===== src/rtl/connect4_pkg.sv =====
// Shared board dimensions, result encodings and sequencer state encoding
// for the Connect-4 move path.
package connect4_pkg;

    localparam int unsigned DEF_COLS = 7;
    localparam int unsigned DEF_ROWS = 6;

    typedef enum logic [1:0] {
        NEXT_TURN  = 2'b00,
        PLAYER_WIN = 2'b01,
        TIE_GAME   = 2'b10
    } game_status_e;

    typedef enum logic [2:0] {
        ST_IDLE   = 3'd0,
        ST_WRITE  = 3'd1,
        ST_CHECK  = 3'd2,
        ST_REPORT = 3'd3,
        ST_LOCKED = 3'd4
    } seq_state_e;

    // A win on the last cell outranks the tie.
    function automatic game_status_e resolve_status(input logic win, input logic board_full);
        if (win) begin
            return PLAYER_WIN;
        end else if (board_full) begin
            return TIE_GAME;
        end
        return NEXT_TURN;
    endfunction

endpackage


===== src/rtl/drop_sequencer_if.sv =====
// Move-request, board-write and win-checker handshake bundle of drop_sequencer.
interface drop_sequencer_if;

    logic       drop_req;
    logic [2:0] drop_col;
    logic       player;
    logic       win_done;
    logic       win_found;

    logic       busy;
    logic       invalid_column;
    logic       wr_en;
    logic [2:0] wr_row;
    logic [2:0] wr_col;
    logic       wr_player;
    logic       check_start;
    logic       status_valid;
    logic [1:0] game_status;
    logic [5:0] moves;

    modport master (
        output drop_req, drop_col, player, win_done, win_found,
        input  busy, invalid_column, wr_en, wr_row, wr_col, wr_player,
               check_start, status_valid, game_status, moves
    );

    modport slave (
        input  drop_req, drop_col, player, win_done, win_found,
        output busy, invalid_column, wr_en, wr_row, wr_col, wr_player,
               check_start, status_valid, game_status, moves
    );

endinterface


===== src/rtl/col_height_bank.sv =====
// Per-column fill heights: read mux with full flag, single-column increment
// saturating at ROWS. Heights are 3 bits wide, so ROWS must not exceed 7.
module col_height_bank
    import connect4_pkg::*;
#(
    parameter int unsigned COLS = DEF_COLS,
    parameter int unsigned ROWS = DEF_ROWS
) (
    input  logic       clk,
    input  logic       reset,
    input  logic [2:0] rd_col,
    output logic [2:0] rd_height,
    output logic       rd_full,
    input  logic       inc_en,
    input  logic [2:0] inc_col
);

    logic [2:0] height_q [COLS];
    logic [2:0] height_d [COLS];

    // Columns beyond the board read as full so they are rejected like a full column.
    always_comb begin
        rd_height = '0;
        rd_full   = 1'b1;
        for (int unsigned i = 0; i < COLS; i++) begin
            if (32'(rd_col) == i) begin
                rd_height = height_q[i];
                rd_full   = (32'(height_q[i]) >= ROWS);
            end
        end
    end

    always_comb begin
        for (int unsigned i = 0; i < COLS; i++) begin
            height_d[i] = height_q[i];
            if (inc_en && (32'(inc_col) == i) && (32'(height_q[i]) < ROWS)) begin
                height_d[i] = height_q[i] + 3'd1;
            end
        end
    end

    always_ff @(posedge clk) begin
        if (reset) begin
            for (int unsigned i = 0; i < COLS; i++) begin
                height_q[i] <= '0;
            end
        end else begin
            height_q <= height_d;
        end
    end

endmodule


===== src/rtl/drop_sequencer.sv =====
// Connect-4 move sequencer: validates a drop, writes the piece, launches the
// win check and reports the move result; locks after a win or a full board.
module drop_sequencer
    import connect4_pkg::*;
#(
    parameter int unsigned COLS = DEF_COLS,
    parameter int unsigned ROWS = DEF_ROWS
) (
    input logic             clk,
    input logic             reset,
    drop_sequencer_if.slave bus
);

    localparam int unsigned CELLS = COLS * ROWS;

    seq_state_e   state_q, state_d;
    logic         invalid_q, invalid_d;
    logic         wr_en_q, wr_en_d;
    logic [2:0]   wr_row_q, wr_row_d;
    logic [2:0]   wr_col_q, wr_col_d;
    logic         wr_player_q, wr_player_d;
    logic         check_start_q, check_start_d;
    logic         status_valid_q, status_valid_d;
    game_status_e game_status_q, game_status_d;
    logic [5:0]   moves_q, moves_d;

    logic [2:0]   rd_height;
    logic         rd_full;
    logic         inc_en;

    // wr_col_q doubles as the latched column for the height increment.
    assign inc_en = (state_q == ST_WRITE);

    col_height_bank #(
        .COLS (COLS),
        .ROWS (ROWS)
    ) u_heights (
        .clk       (clk),
        .reset     (reset),
        .rd_col    (bus.drop_col),
        .rd_height (rd_height),
        .rd_full   (rd_full),
        .inc_en    (inc_en),
        .inc_col   (wr_col_q)
    );

    always_comb begin
        state_d        = state_q;
        invalid_d      = 1'b0;
        wr_en_d        = 1'b0;
        wr_row_d       = wr_row_q;
        wr_col_d       = wr_col_q;
        wr_player_d    = wr_player_q;
        check_start_d  = 1'b0;
        status_valid_d = 1'b0;
        game_status_d  = game_status_q;
        moves_d        = moves_q;

        unique case (state_q)
            ST_IDLE: begin
                if (bus.drop_req) begin
                    if (rd_full) begin
                        invalid_d = 1'b1;
                    end else begin
                        state_d     = ST_WRITE;
                        wr_en_d     = 1'b1;
                        wr_row_d    = rd_height;
                        wr_col_d    = bus.drop_col;
                        wr_player_d = bus.player;
                    end
                end
            end
            ST_WRITE: begin
                state_d       = ST_CHECK;
                check_start_d = 1'b1;
                if (32'(moves_q) < CELLS) begin
                    moves_d = moves_q + 6'd1;
                end
            end
            ST_CHECK: begin
                if (bus.win_done) begin
                    state_d        = ST_REPORT;
                    status_valid_d = 1'b1;
                    game_status_d  = resolve_status(bus.win_found, 32'(moves_q) == CELLS);
                end
            end
            ST_REPORT: begin
                state_d = (game_status_q == NEXT_TURN) ? ST_IDLE : ST_LOCKED;
            end
            ST_LOCKED: begin
                state_d = ST_LOCKED;
            end
            default: begin
                state_d = ST_IDLE;
            end
        endcase
    end

    always_ff @(posedge clk) begin
        if (reset) begin
            state_q        <= ST_IDLE;
            invalid_q      <= 1'b0;
            wr_en_q        <= 1'b0;
            wr_row_q       <= '0;
            wr_col_q       <= '0;
            wr_player_q    <= 1'b0;
            check_start_q  <= 1'b0;
            status_valid_q <= 1'b0;
            game_status_q  <= NEXT_TURN;
            moves_q        <= '0;
        end else begin
            state_q        <= state_d;
            invalid_q      <= invalid_d;
            wr_en_q        <= wr_en_d;
            wr_row_q       <= wr_row_d;
            wr_col_q       <= wr_col_d;
            wr_player_q    <= wr_player_d;
            check_start_q  <= check_start_d;
            status_valid_q <= status_valid_d;
            game_status_q  <= game_status_d;
            moves_q        <= moves_d;
        end
    end

    assign bus.busy           = (state_q != ST_IDLE);
    assign bus.invalid_column = invalid_q;
    assign bus.wr_en          = wr_en_q;
    assign bus.wr_row         = wr_row_q;
    assign bus.wr_col         = wr_col_q;
    assign bus.wr_player      = wr_player_q;
    assign bus.check_start    = check_start_q;
    assign bus.status_valid   = status_valid_q;
    assign bus.game_status    = game_status_q;
    assign bus.moves          = moves_q;

endmodule

===== src/flat_wrapper.sv =====
// flat-port wrapper written by rule: the top's interface ports become plain ports
module drop_sequencer_flat import connect4_pkg::*;
#(
    parameter int unsigned COLS = DEF_COLS,
    parameter int unsigned ROWS = DEF_ROWS
)
  (clk, reset, bus_drop_req, bus_drop_col, bus_player, bus_win_done, bus_win_found, bus_busy, bus_invalid_column, bus_wr_en, bus_wr_row, bus_wr_col, bus_wr_player, bus_check_start, bus_status_valid, bus_game_status, bus_moves);
  drop_sequencer_if bus_i ();
  input logic clk;
  input logic reset;
  input wire logic [$bits(bus_i.drop_req)-1:0] bus_drop_req;
  input wire logic [$bits(bus_i.drop_col)-1:0] bus_drop_col;
  input wire logic [$bits(bus_i.player)-1:0] bus_player;
  input wire logic [$bits(bus_i.win_done)-1:0] bus_win_done;
  input wire logic [$bits(bus_i.win_found)-1:0] bus_win_found;
  output wire logic [$bits(bus_i.busy)-1:0] bus_busy;
  output wire logic [$bits(bus_i.invalid_column)-1:0] bus_invalid_column;
  output wire logic [$bits(bus_i.wr_en)-1:0] bus_wr_en;
  output wire logic [$bits(bus_i.wr_row)-1:0] bus_wr_row;
  output wire logic [$bits(bus_i.wr_col)-1:0] bus_wr_col;
  output wire logic [$bits(bus_i.wr_player)-1:0] bus_wr_player;
  output wire logic [$bits(bus_i.check_start)-1:0] bus_check_start;
  output wire logic [$bits(bus_i.status_valid)-1:0] bus_status_valid;
  output wire logic [$bits(bus_i.game_status)-1:0] bus_game_status;
  output wire logic [$bits(bus_i.moves)-1:0] bus_moves;
  assign bus_i.drop_req = bus_drop_req;
  assign bus_i.drop_col = bus_drop_col;
  assign bus_i.player = bus_player;
  assign bus_i.win_done = bus_win_done;
  assign bus_i.win_found = bus_win_found;
  assign bus_busy = bus_i.busy;
  assign bus_invalid_column = bus_i.invalid_column;
  assign bus_wr_en = bus_i.wr_en;
  assign bus_wr_row = bus_i.wr_row;
  assign bus_wr_col = bus_i.wr_col;
  assign bus_wr_player = bus_i.wr_player;
  assign bus_check_start = bus_i.check_start;
  assign bus_status_valid = bus_i.status_valid;
  assign bus_game_status = bus_i.game_status;
  assign bus_moves = bus_i.moves;
  drop_sequencer #(.COLS(COLS), .ROWS(ROWS)) u_core (.clk(clk), .reset(reset), .bus(bus_i));
endmodule

===== config.mk =====
export PLATFORM = sky130hd
export DESIGN_NAME = drop_sequencer_flat
export DESIGN_NICKNAME = d
export VERILOG_FILES = /design/src/rtl/connect4_pkg.sv /design/src/rtl/drop_sequencer_if.sv /design/src/rtl/col_height_bank.sv /design/src/rtl/drop_sequencer.sv /design/src/flat_wrapper.sv
export SDC_FILE = /design/constraint.sdc
export NUM_CORES = 1
export LEC_CHECK = 0
export ABC_AREA = 1
export ABC_CLOCK_PERIOD_IN_PS = 3000
export CAP_MARGIN = 0
export CORE_UTILIZATION = 35
export CTS_BUF_LIST = sky130_fd_sc_hd__clkbuf_8
export DETAILED_ROUTE_END_ITERATION = 6
export PLACE_DENSITY = 0.63
export SETUP_SLACK_MARGIN = 0.2
export SYNTH_ARGS = -nofsm -noshare
export SYNTH_HDL_FRONTEND = slang
export SYNTH_SLANG_ARGS = --single-unit

===== constraint.sdc =====
create_clock -name clk -period 3 [get_ports clk]
set_clock_uncertainty 0.1 [all_clocks]
set_input_delay 0.75 -clock clk [delete_from_list [all_inputs] [get_ports clk]]
set_output_delay 0.75 -clock clk [all_outputs]
set_load 0.02 [all_outputs]

[Word level (Yosys, flattened, before mapping)]
Cells that the tools add are included.
Operators by class
  add/sub/neg operators: 8
  multiply operators: 0
  divide/modulo/power cells: 0
  $lt $le $gt $ge: 15
  equality and inequality tests: 20
  shifts and indexed selects: 0
  mux-type cells: 30
  bitwise logic cells: 4
  reductions and logical operators: 25
Operator list (number)
  3-bit 2-to-1 mux: 11
  3-bit by 1-bit adder with 3-bit output, second input constant: 7
  3-bit equality test, second input constant: 7
  3-bit greater-or-equal comparator, second input constant: 7
  3-bit less-than comparator, second input constant: 7
  3-bit by 2-bit equality test with 1-bit output, second input constant: 6
  1-bit 2-to-1 mux: 15
  3-bit one-hot mux with 5 select lines: 1
  1-bit logical AND: 14
  3-bit by 1-bit equality test with 1-bit output, second input constant: 3
  3-bit logical NOT: 3
  6-bit by 1-bit adder with 6-bit output, second input constant: 1
  6-bit equality test, second input constant: 1
  6-bit less-than comparator, second input constant: 1
  2-bit 2-to-1 mux: 3
  2-bit inequality test, second input constant: 3
  3-bit AND reduction: 2
  1-bit NOT: 4
  2-bit AND reduction: 2
  3-bit nonzero test: 1
  3-bit OR reduction: 1
  2-bit logical NOT: 1
  2-bit OR reduction: 1
Storage, ports and cells
  bits in registers: 43
  bits in latches: 0
  RAM bits: 0
  memory bits (read-only): 0
  input port bits: 9
  output and inout port bits: 20
  word-level logic and storage cells: 119
  memories kept: 0

[Depth between registers and ports, before layout]
Gate-level depths: netlist of the first run.
  word-level depth: 11
  gate-level depth with buffers: 12
  depth with buffers taken out: 11

[Modules after synthesis]
A second synthesis of the first run with hierarchy kept.
Unflattened totals
  cell total of the unflattened synthesis: 323
  area total of the unflattened synthesis: 2321.0 um2
Modules (own cells, without submodules)
  col_height_bank: instances 1, cells an instance 190, area an instance 1320.0 um2
  drop_sequencer: instances 1, cells an instance 133, area an instance 1001.0 um2

[Least setup slack after synthesis of the first run]
OpenSTA, ideal clock, no wires.
  kind: input port to flip-flop
  from: input port bus_drop_col[1]
  to: register u_core.wr_player_q, in the netlist u_core.bus.wr_player
  setup time: 0.114 ns
  data arrival time: 1.732 ns
  required time: 2.786 ns
  slack: 1.054 ns
  stages: 10
  path through: buf_4 nor2_4 inv_2 nor2_2 nand2_1 nand4_4 nand3_4 buf_6 nor2_1 nor2_2
Between the ends
  cells in the longest elaborated chain, start to end: 10
Ends and longest elaborated chain
  start, declared: line flat_wrapper.sv:12  | input wire logic [$bits(bus_i.drop_col)-1:0] bus_drop_col;
  3-bit logical NOT: line col_height_bank.sv:26  | if (32'(rd_col) == i) begin
  1-bit 2-to-1 mux (6 in series): line col_height_bank.sv:26
  1-bit 2-to-1 mux *: line col_height_bank.sv:26
  1-bit NOT (no source line) *
  3-bit AND reduction (no source line) *
  end signal, assigned: line drop_sequencer.sv:117  | wr_player_q <= wr_player_d;
  end, declared: line drop_sequencer.sv:21  | logic wr_player_q, wr_player_d;
Every way passes the cells marked *; elsewhere a longest branch is shown, timed or not.
A chain may end at the register's enable or synchronous reset.

[Worst setup path after layout of the first run]
  from: input port bus_drop_col[0]
  to: register u_core.wr_col_q[1], in the netlist u_core.bus.wr_col[1]
Between the ends
  cells in the longest elaborated chain, start to end: 10
Ends and longest elaborated chain
  3-bit logical NOT: line col_height_bank.sv:26
  1-bit 2-to-1 mux (6 in series): line col_height_bank.sv:26
  1-bit 2-to-1 mux *: line col_height_bank.sv:26
  1-bit NOT (no source line) *
  3-bit AND reduction (no source line) *
  end signal, assigned: line drop_sequencer.sv:116  | wr_col_q <= wr_col_d;
  end, declared: line drop_sequencer.sv:20  | logic [2:0] wr_col_q, wr_col_d;
Marks and branches as above.

==> results.md, run 1 <==
- First-pass GRT wire length: 8.07 mm
- CP Capture Type: flip-flop
- Synth Area in Adders: 7.68%
- Postcts setup bufs: 0
- Net count after synthesis: 340
- Crit. Startpoint: bus_drop_col[0]
- Worst Path Required: 3.09 ns
- Synthesis-to-layout area growth: 20.6%
- Detail Placement HPWL: 3.58 mm
- Dpl ws: 0.291 ns
- Fin crit period: 2.40 ns
- Clock Sinks: 43
- Vias in the first global route: 1818
- Synth Instances: 317
- Std cell rows: 29
- Worst skew pair latency: 0.29 ns
- DR iter-0 viols: 142
- Nets: 370
- Simple logic cell fraction of the synthesized area: 30.9%
- Max Clk Rate: 0.417 GHz
- Root Driver: clkbuf_8
- Clk slew on worst S/H paths: 0.08 ns
- YS warnings: 0
- Post-synthesis compound-gate area fraction: 13.4%
- Layout cell share with drive strength beyond 1: 7.76%
- Sequential fraction of the synthesis area: 37.7%
- Hold slack: 0.384 ns
- Distinct cells, synth: 30
- Post-Synth XOR/XNOR Area: 0%
- Hold_buf cts: 0
- Largest net degree at the start of global routing: 32
- Leak pwr: 0.00118 uW
- Slew @ Worst Pin: 0.463 ns
- Die area: 6840 um^2
- Hold WC Path Type: reg -> reg
- Max-slew violations: 0
- Total grt overflow: 0
- Clock Tree Buf Depth: 2
- WL/cell: 11.3 um
- Final TNS setup: 0 ns
- Outcome: complete, no violations
- CTS tree: done
- Final setup vio count: 0
- VDD IR max: 0.371 mV
- Endpoints failing hold: 0
- Total CTS buffers: 5
- Pwr dens: 526 nW/um^2
- WL final: 4.79 mm
- I/O Pins: 29
- Reg2reg start: u_core.u_heights.height_q[15]$_SDFFE_PP0P_
- Syn Area/Cell: 7.20 um^2
- Maximum capacitance violations: 0
- CP max FO: 12
- Initial antenna violation count: 0
- Routed Antenna Nets: 0
- Worst hold path startpoint: u_core.bus.moves[5]$_SDFFE_PP0P_
- Die W: 82.7 um
- Depth of the CTS H-tree: 2
- Tcrit/Tclk final: 80.0%
- Mux cell area share after synthesis: 0%
- N_diodes: 0
- CTS resizes: 0
- DR vias/cell: 4.79
- GP Congestion: 0.813
- Die H: 82.7 um
- CP Launch Type: primary input
- FILL cells: 661
- Drt pass-1 iters: 4
- Setup CP Type: in -> reg
- Rel. slew slack: 68.9%
- Main combinational cell family by area after synthesis: simple AND/OR/NAND/NOR gates
- Final worst setup slack: 0.601 ns
- Core Footprint: 6310 um^2
- Initial Util: 36.1%
- Total GRT Usage: 15.4%
- Total power: 1450 uW
- Mapped Area: 2280 um^2
- Arr. time, crit path: 2.48 ns
- # port buffers: 28
- Via Count: 2035
- Yosys reg bits: 43
- RSZ-0062 raised after global routing: no
- Drt drc: 0
[final timing paths]
| kind | slack (ns) | endpoint | depth (start not counted) |
|---|---|---|---|
| max | 0.60 | u_core.bus.wr_col[1]$_SDFFE_PP0P_ | 10 |
| min | 0.38 | u_core.bus.moves[5]$_SDFFE_PP0P_ | 2 |
| max reg2reg | 1.27 | u_core.bus.wr_col[1]$_SDFFE_PP0P_ | 11 |
| min reg2reg | 0.38 | u_core.bus.moves[5]$_SDFFE_PP0P_ | 2 |
[Yosys cell counts]
| cell type | n | area [um^2] |
|---|---|---|
| a21oi_1 | 28 | 140 |
| a22oi_1 | 1 | 7.51 |
| a31oi_1 | 1 | 6.26 |
| and3_1 | 3 | 18.8 |
| buf_1 | 1 | 3.75 |
| buf_4 | 1 | 7.51 |
| buf_6 | 2 | 22.5 |
| clkbuf_1 | 2 | 7.51 |
| clkbuf_8 | 1 | 13.8 |
| dfxtp_1 | 43 | 861 |
| ha_1 | 14 | 175 |
| inv_1 | 44 | 165 |
| inv_2 | 4 | 15.0 |
| nand2_1 | 56 | 210 |
| nand2_2 | 2 | 12.5 |
| nand3_1 | 14 | 70.1 |
| nand3_2 | 1 | 10.0 |
| nand3_4 | 1 | 17.5 |
| nand4_1 | 13 | 81.3 |
| nand4_4 | 1 | 21.3 |
| nor2_1 | 34 | 128 |
| nor2_2 | 5 | 31.3 |
| nor2_4 | 2 | 22.5 |
| nor3_1 | 10 | 50.1 |
| nor3b_2 | 1 | 12.5 |
| nor4_1 | 2 | 12.5 |
| o2111ai_1 | 1 | 8.76 |
| o211ai_1 | 1 | 7.51 |
| o21ai_0 | 27 | 135 |
| or2_2 | 1 | 6.26 |
[cell usage in the layout, fill, tap and decap left out]
cell,count
a21oi_1,28
a22oi_1,1
a31oi_1,1
and3_1,3
buf_4,2
bufinv_16,2
clkbuf_8,5
clkdlybuf4s50_1,28
dfxtp_1,43
ha_1,14
inv_1,45
inv_2,4
nand2_1,56
nand2_2,2
nand3_1,14
nand3_2,1
nand3_4,1
nand4_1,13
nand4_4,1
nor2_1,34
nor2_2,5
nor2_4,2
nor3_1,10
nor3b_2,1
nor4_1,2
o2111ai_1,1
o211ai_1,1
o21ai_0,27
or2_2,1
[through the flow]
stage	instances	utilization [%]	instance area, um^2
global route	425	43.6	2750
global placement	417	41.5	2620
floorplan	317	-	2280
CTS	425	43.6	2750
detailed placement	417	41.5	2620
finish	425	43.6	2750
[per-layer routing]
layer  up-vias  GRT usage (%)  wire [um]
met3         5           2.97        136
met1       892           21.0       2560
met5         -              0          0
met4         0           4.14         63
li1       1102              -          -
met2        36           24.6       2030
[cell families after synthesis]
group | after synthesis
buf+inv | 55
fa+ha+maj | 14
compound gates | 59
flops | 43
simple gates | 146
[area by class of cell]
type | instances | area [um^2] | share of cell area [%]
Multi-Input combinational cell | 219 | 1180 | 43.1
Sequential cell | 43 | 861 | 31.3
Timing Repair Buffer | 30 | 295 | 10.7
Inverter | 48 | 180 | 6.55
Tap cell | 77 | 96.3 | 3.50
Clock buffer | 5 | 68.8 | 2.50
Clock inverter | 3 | 63.8 | 2.32
[power breakdown]
group / internal (uW) / switching (uW)
clock network: 329 / 197
logic: 107 / 169
registers: 606 / 37.2
[critical path, stage by stage]
cell,delay (ns)
clkdlybuf4s50_1,0.75
inv_2,0.12
nand4_1,0.12
nand3_1,0.12
nor2_2,0.15
nand4_4,0.15
nand3_4,0.16
nand2_1,0.07
nand2_1,0.05
nor2_1,0.04
[sequential cells by signal, indices dropped and copies added (netlist names), 2 cells and up]
signal and flops:
u_core.bus.wr_col 3, u_core.state_q 3, u_core.bus.moves 6, u_core.u_heights.height_q 21, u_core.bus.wr_row 3, u_core.bus.game_status 2
Note: power is estimated with default switching activity, not from simulation.
==> inputs of run 2 (changes only) <==
- ABC_CLOCK_PERIOD_IN_PS: 3000 -> 2100
- PLACE_DENSITY: 0.63 -> 0.65
- clock period: 3 -> 2.1 ns (I/O delays scaled with it)
==> run 2 against run 1 <==
Sequential share of layout area decreased by 1.1 points. Flip-flop and latch count unchanged. Power increased by 30%. Clock-buffer cell count did not move. Setup slack lost 0.36 ns. Die area did not move. Largest cell class unchanged.
==> results.md, run 2 (synthesized netlist as in run 1, its figures left out) <==
- FILL cells: 665
- CP Launch Type: flip-flop
- Routed Antenna Nets: 0
- Slew @ Worst Pin: 0.393 ns
- Nets: 384
- Setup CP Type: reg -> out
- Largest net degree at the start of global routing: 32
- WL final: 5.00 mm
- RSZ-0062 raised after global routing: no
- DR vias/cell: 4.85
- First-pass GRT wire length: 7.85 mm
- Layout cell share with drive strength beyond 1: 13.5%
- Initial antenna violation count: 0
- Worst skew pair latency: 0.30 ns
- Clock Tree Buf Depth: 2
- Total CTS buffers: 5
- Total grt overflow: 0
- Std cell rows: 29
- DR iter-0 viols: 105
- Leak pwr: 0.00134 uW
- Commonest non-fill, non-tap cell in the layout: nand2_1
- Root Driver: clkbuf_8
- VDD IR max: 0.280 mV
- Crit. Startpoint: u_core.bus.wr_row[1]$_SDFFE_PP0P_
- Total power: 1880 uW
- CP delay by family, top: buffers and inverters
- Largest Register: u_core.u_heights.height_q
- Outcome: complete, no violations
- Highest-delay cell along the critical path: clkdlybuf4s50_1
- Die H: 82.7 um
- Worst Path Required: 1.47 ns
- Drt drc: 0
- GP Congestion: 0.866
- Die W: 82.7 um
- Hold_buf cts: 0
- Arr. time, crit path: 1.23 ns
- Endpoints failing hold: 0
- Maximum capacitance violations: 0
- Max Clk Rate: 0.539 GHz
- Synthesis-to-layout area growth: 25.0%
- Total GRT Usage: 15.2%
- Core Footprint: 6310 um^2
- Worst Path Buf+Inv: 1
- DP Area: 2710 um^2
- Vias in the first global route: 1751
- Detail Placement HPWL: 3.67 mm
- Die area: 6840 um^2
- Pwr dens: 660 nW/um^2
- CP max FO: 2
- N_diodes: 0
- Final setup vio count: 0
- CTS tree: done
- Crit-path cells: clkdlybuf4s50_1
- Rel. slew slack: 73.5%
- WL/cell: 11.4 um
- Depth of the CTS H-tree: 2
- Initial Util: 36.1%
- Max-slew violations: 0
- # port buffers: 28
- I/O Pins: 29
- Clock Sinks: 43
- Reg2reg start: u_core.u_heights.height_q[16]$_SDFFE_PP0P_
- Worst hold path startpoint: u_core.u_heights.height_q[15]$_SDFFE_PP0P_
- CP max stage delay: 0.60 ns
- Hold WC Path Type: reg -> reg
- Fin crit period: 1.85 ns
- Leading cell types in the layout, fill and taps excluded: nand2_1, inv_1, dfxtp_1
- Design area: 2850 um^2
- Via Count: 2129
- Drt pass-1 iters: 4
- Clk slew on worst S/H paths: 0.08 ns
- CP Capture Type: output port
- Max FFs per register: 21
- Tcrit/Tclk final: 88.3%
run 2: stage by stage:
step	utilization (%)	hold slack [ns]	TNS (ns)	std cells	setup slack (ns)
6_report	45.1	0.369	0	439	0.246
5_1_grt	45.1	0.397	0	439	0.197
4_1_cts	44.2	0.388	0	436	0.196
3_5_place_dp	43.0	0.369	-1.03	428	-0.134
3_3_place_gp	43.0	0.363	-0.701	428	-0.104
2_1_floorplan	-	0.343	0	317	0.379
run 2: final cells by class:
| cell class | instances | area [um^2] | area share [%] |
|---|---|---|---|
| sequential | 43 | 862 | 30.2 |
| clock inverter | 3 | 23.8 | 0.834 |
| multi-input combinational | 220 | 1220 | 42.8 |
| timing repair buffer | 43 | 399 | 14.0 |
| tap | 77 | 96.3 | 3.38 |
| clock buffer | 5 | 68.8 | 2.41 |
| inverter | 48 | 180 | 6.32 |
run 2: final timing paths:
path | cells after the start | end | slack (ns)
worst min-delay path | 1 | u_core.u_heights.height_q[15]$_SDFFE_PP0P_ | 0.37
worst max register to register | 10 | u_core.bus.wr_player$_SDFFE_PP0P_ | 0.41
worst max-delay path | 1 | bus_wr_row[1] | 0.25
worst min register to register | 1 | u_core.u_heights.height_q[15]$_SDFFE_PP0P_ | 0.37
run 2: what timing repair did:
item,in CTS,in global routing
gates cloned,0,2
setup endpoints to repair,17,13
gates resized for setup,13,15
buffers inserted,0,1
pin swaps,0,2
run 2: power by group:
group          internal [uW]  switching [uW]  total (uW)
clock network            238             309         547
registers                866            52.7         919
logic                    158             256         415
total                   1260             618        1880
run 2: metal layers:
layer / GRT usage, % / part of all wire, % / up-vias
li1: - / - / 1137
met1: 20.6 / 50 / 956
met2: 23.8 / 46 / 30
met3: 3.30 / 2.6 / 6
met4: 4.66 / 1.3 / 0
met5: 0 / 0 / -
==> inputs of run 3 (changes only) <==
--- a/config.mk
+++ b/config.mk
@@ -8,5 +8,5 @@
 export ABC_AREA = 1
 export ABC_CLOCK_PERIOD_IN_PS = 2100
-export CAP_MARGIN = 0
+export CAP_MARGIN = 20
 export CORE_UTILIZATION = 35
 export CTS_BUF_LIST = sky130_fd_sc_hd__clkbuf_8
==> constraint.sdc (replaced) <==
create_clock -name clk -period 2.1 [get_ports clk]
set_clock_uncertainty 0.1 [all_clocks]
set_input_delay 0.525 -clock clk [delete_from_list [all_inputs] [get_ports clk]]
set_output_delay 0.525 -clock clk [all_outputs]
set_load 0.01 [all_outputs]
==> run 3 against run 2 <==
Clock-buffer cell count unchanged. Combinational power down 4%. Global-route usage hardly changed. Critical path depth unchanged. Via count grew 1.1%. Fmax is 0.46% lower. Cell count stayed put. Largest cell class unchanged. Power is 0.65% lower. Core utilization is 0.65 points higher. Design area rose by 1.4%. Non-clock buffer count unchanged.
==> results.md, run 3 (synthesized netlist as in run 1, its figures left out) <==
- CP Launch Type: flip-flop
- Vias in the first global route: 1749
- Drt drc: 0
- VDD IR max: 0.278 mV
- Hold_buf cts: 0
- Depth of the CTS H-tree: 2
- Fin crit period: 1.86 ns
- Endpoints failing hold: 0
- Crit-path cells: clkdlybuf4s50_1
- Clock Tree Buf Depth: 2
- Detail Placement HPWL: 3.67 mm
- Worst skew pair latency: 0.30 ns
- P_int: 1280 uW
- Commonest non-fill, non-tap cell in the layout: nand2_1
- Die H: 82.7 um
- CTS tree: done
- Hold WC Path Type: reg -> reg
- DR vias/cell: 4.90
- RSZ-0062 raised after global routing: no
- Highest-delay cell along the critical path: clkdlybuf4s50_1
- Clock Sinks: 43
- Outcome: complete, no violations
- CP delay by family, top: buffers and inverters
- Arr. time, crit path: 1.24 ns
- Slew @ Worst Pin: 0.397 ns
- Core Footprint: 6310 um^2
- Total CTS buffers: 5
- # port buffers: 28
- Comb power frac: 21.3%
- GP Congestion: 0.866
- Synthesis-to-layout area growth: 26.8%
- Dpl ws: -0.134 ns
- Total grt overflow: 0
- Routed Antenna Nets: 0
- Root Driver: clkbuf_8
- Pwr dens: 646 nW/um^2
- Final TNS setup: 0 ns
- Leading cell types in the layout, fill and taps excluded: nand2_1, inv_1, dfxtp_1
- Total GRT Usage: 15.1%
- Final setup vio count: 0
- Max Clk Rate: 0.537 GHz
- Worst Path Required: 1.47 ns
- Placed Instances: 428
- CP max stage delay: 0.55 ns
- Clk slew on worst S/H paths: 0.09 ns
- Maximum capacitance violations: 0
- Part of the power in the clock network: 29.3%
- Layout cell share with drive strength beyond 1: 15.2%
- Initial antenna violation count: 0
- WL final: 5.01 mm
- CP Capture Type: output port
- Worst Path Buf+Inv: 1
- Die area: 6840 um^2
- Die W: 82.7 um
- Hold slack: 0.367 ns
- Drt pass-1 iters: 4
- Initial Util: 36.1%
- DR iter-0 viols: 106
- Nets: 384
- I/O Pins: 29
- CP max FO: 4
- Rel. slew slack: 73.3%
- P_sw: 591 uW
- Final worst setup slack: 0.237 ns
- Max-slew violations: 0
- Via Count: 2152
- Tcrit/Tclk final: 88.7%
- N_diodes: 0
- First-pass GRT wire length: 7.82 mm
- Std cell rows: 29
- Final Non-Filler Cells: 439
- Largest Register: u_core.u_heights.height_q
- Max FFs per register: 21
- Switching Fraction: 31.7%
- Reg power frac: 49.4%
- WL/cell: 11.4 um
- Setup CP Type: reg -> out
- Largest net degree at the start of global routing: 32
- Core Util, Final: 45.8%
- Leak pwr: 0.00139 uW
[run 3: changes by cell type in the layout (fill, tap and decap cells not counted)]
| cell | before | now |
|---|---|---|
| clkdlybuf4s50_1 | 10 | 16 |
| dfxtp_1 | 42 | 35 |
| dfxtp_2 | 1 | 7 |
| dlygate4sd2_1 | 12 | 2 |
| dfxtp_4 | 0 | 1 |
| clkbuf_2 | 1 | 0 |
| dlymetal6s2s_1 | 5 | 10 |
[run 3: path summary, 6_finish.rpt]
path	from	cells after the start	slack, ns	to
min reg2reg	u_core.u_heights.height_q[15]$_SDFFE_PP0P_	1	0.37	u_core.u_heights.height_q[15]$_SDFFE_PP0P_
max reg2reg	u_core.u_heights.height_q[16]$_SDFFE_PP0P_	9	0.41	u_core.bus.wr_en$_SDFF_PP0_
max	u_core.bus.wr_col[0]$_SDFFE_PP0P_	1	0.24	bus_wr_col[0]
min	u_core.u_heights.height_q[15]$_SDFFE_PP0P_	1	0.37	u_core.u_heights.height_q[15]$_SDFFE_PP0P_
[run 3: power groups by stage]
stage	combinational (uW)	sequential (uW)	clock [uW]
finish	398	923	548
global route	452	932	602
CTS	387	923	569
detailed placement	391	937	0
global placement	385	937	0
floorplan	224	939	0
[run 3: area by class of cell]
type	count	area, um^2
tap	77	96.3
inverter	48	180
fill	650	3420
clock buffer	5	68.8
clock inverter	3	23.8
timing repair buffer	43	429
sequential	43	873
multi-input combinational	220	1220
[run 3: timing repair]
item	4_1_cts	5_1_grt
hold endpoints to repair	0	0
setup buffers	0	1
endpoints found under the setup margin	12	18
cloned	0	2
pin swaps	0	2
resized for setup	9	19
[run 3: layer usage]
| layer | global-route usage [%] | up-vias | share of wire [%] |
|---|---|---|---|
| met5 | 0 | - | 0 |
| li1 | - | 1139 | - |
| met2 | 23.7 | 35 | 46 |
| met3 | 3.30 | 6 | 3.1 |
| met1 | 20.5 | 972 | 49 |
| met4 | 4.66 | 0 | 1.3 |
[run 3: worst register-to-register path, stage by stage, from the launching register on]
cell and delay, ns:
dfxtp_1 0.42, ha_1 0.18, o21ai_0 0.08, nand2_1 0.09, nand3_1 0.09, nor2_2 0.16
nand4_4 0.18, buf_4 0.19, nand4_1 0.06, inv_1 0.04
[run 3: through the flow]
stage	total power (uW)	cell area, um^2
after detailed placement	1330	2710
final	1870	2890
after CTS	1880	2810
after global placement	1320	2710
after floorplan	1160	2280
after global routing	1990	2890
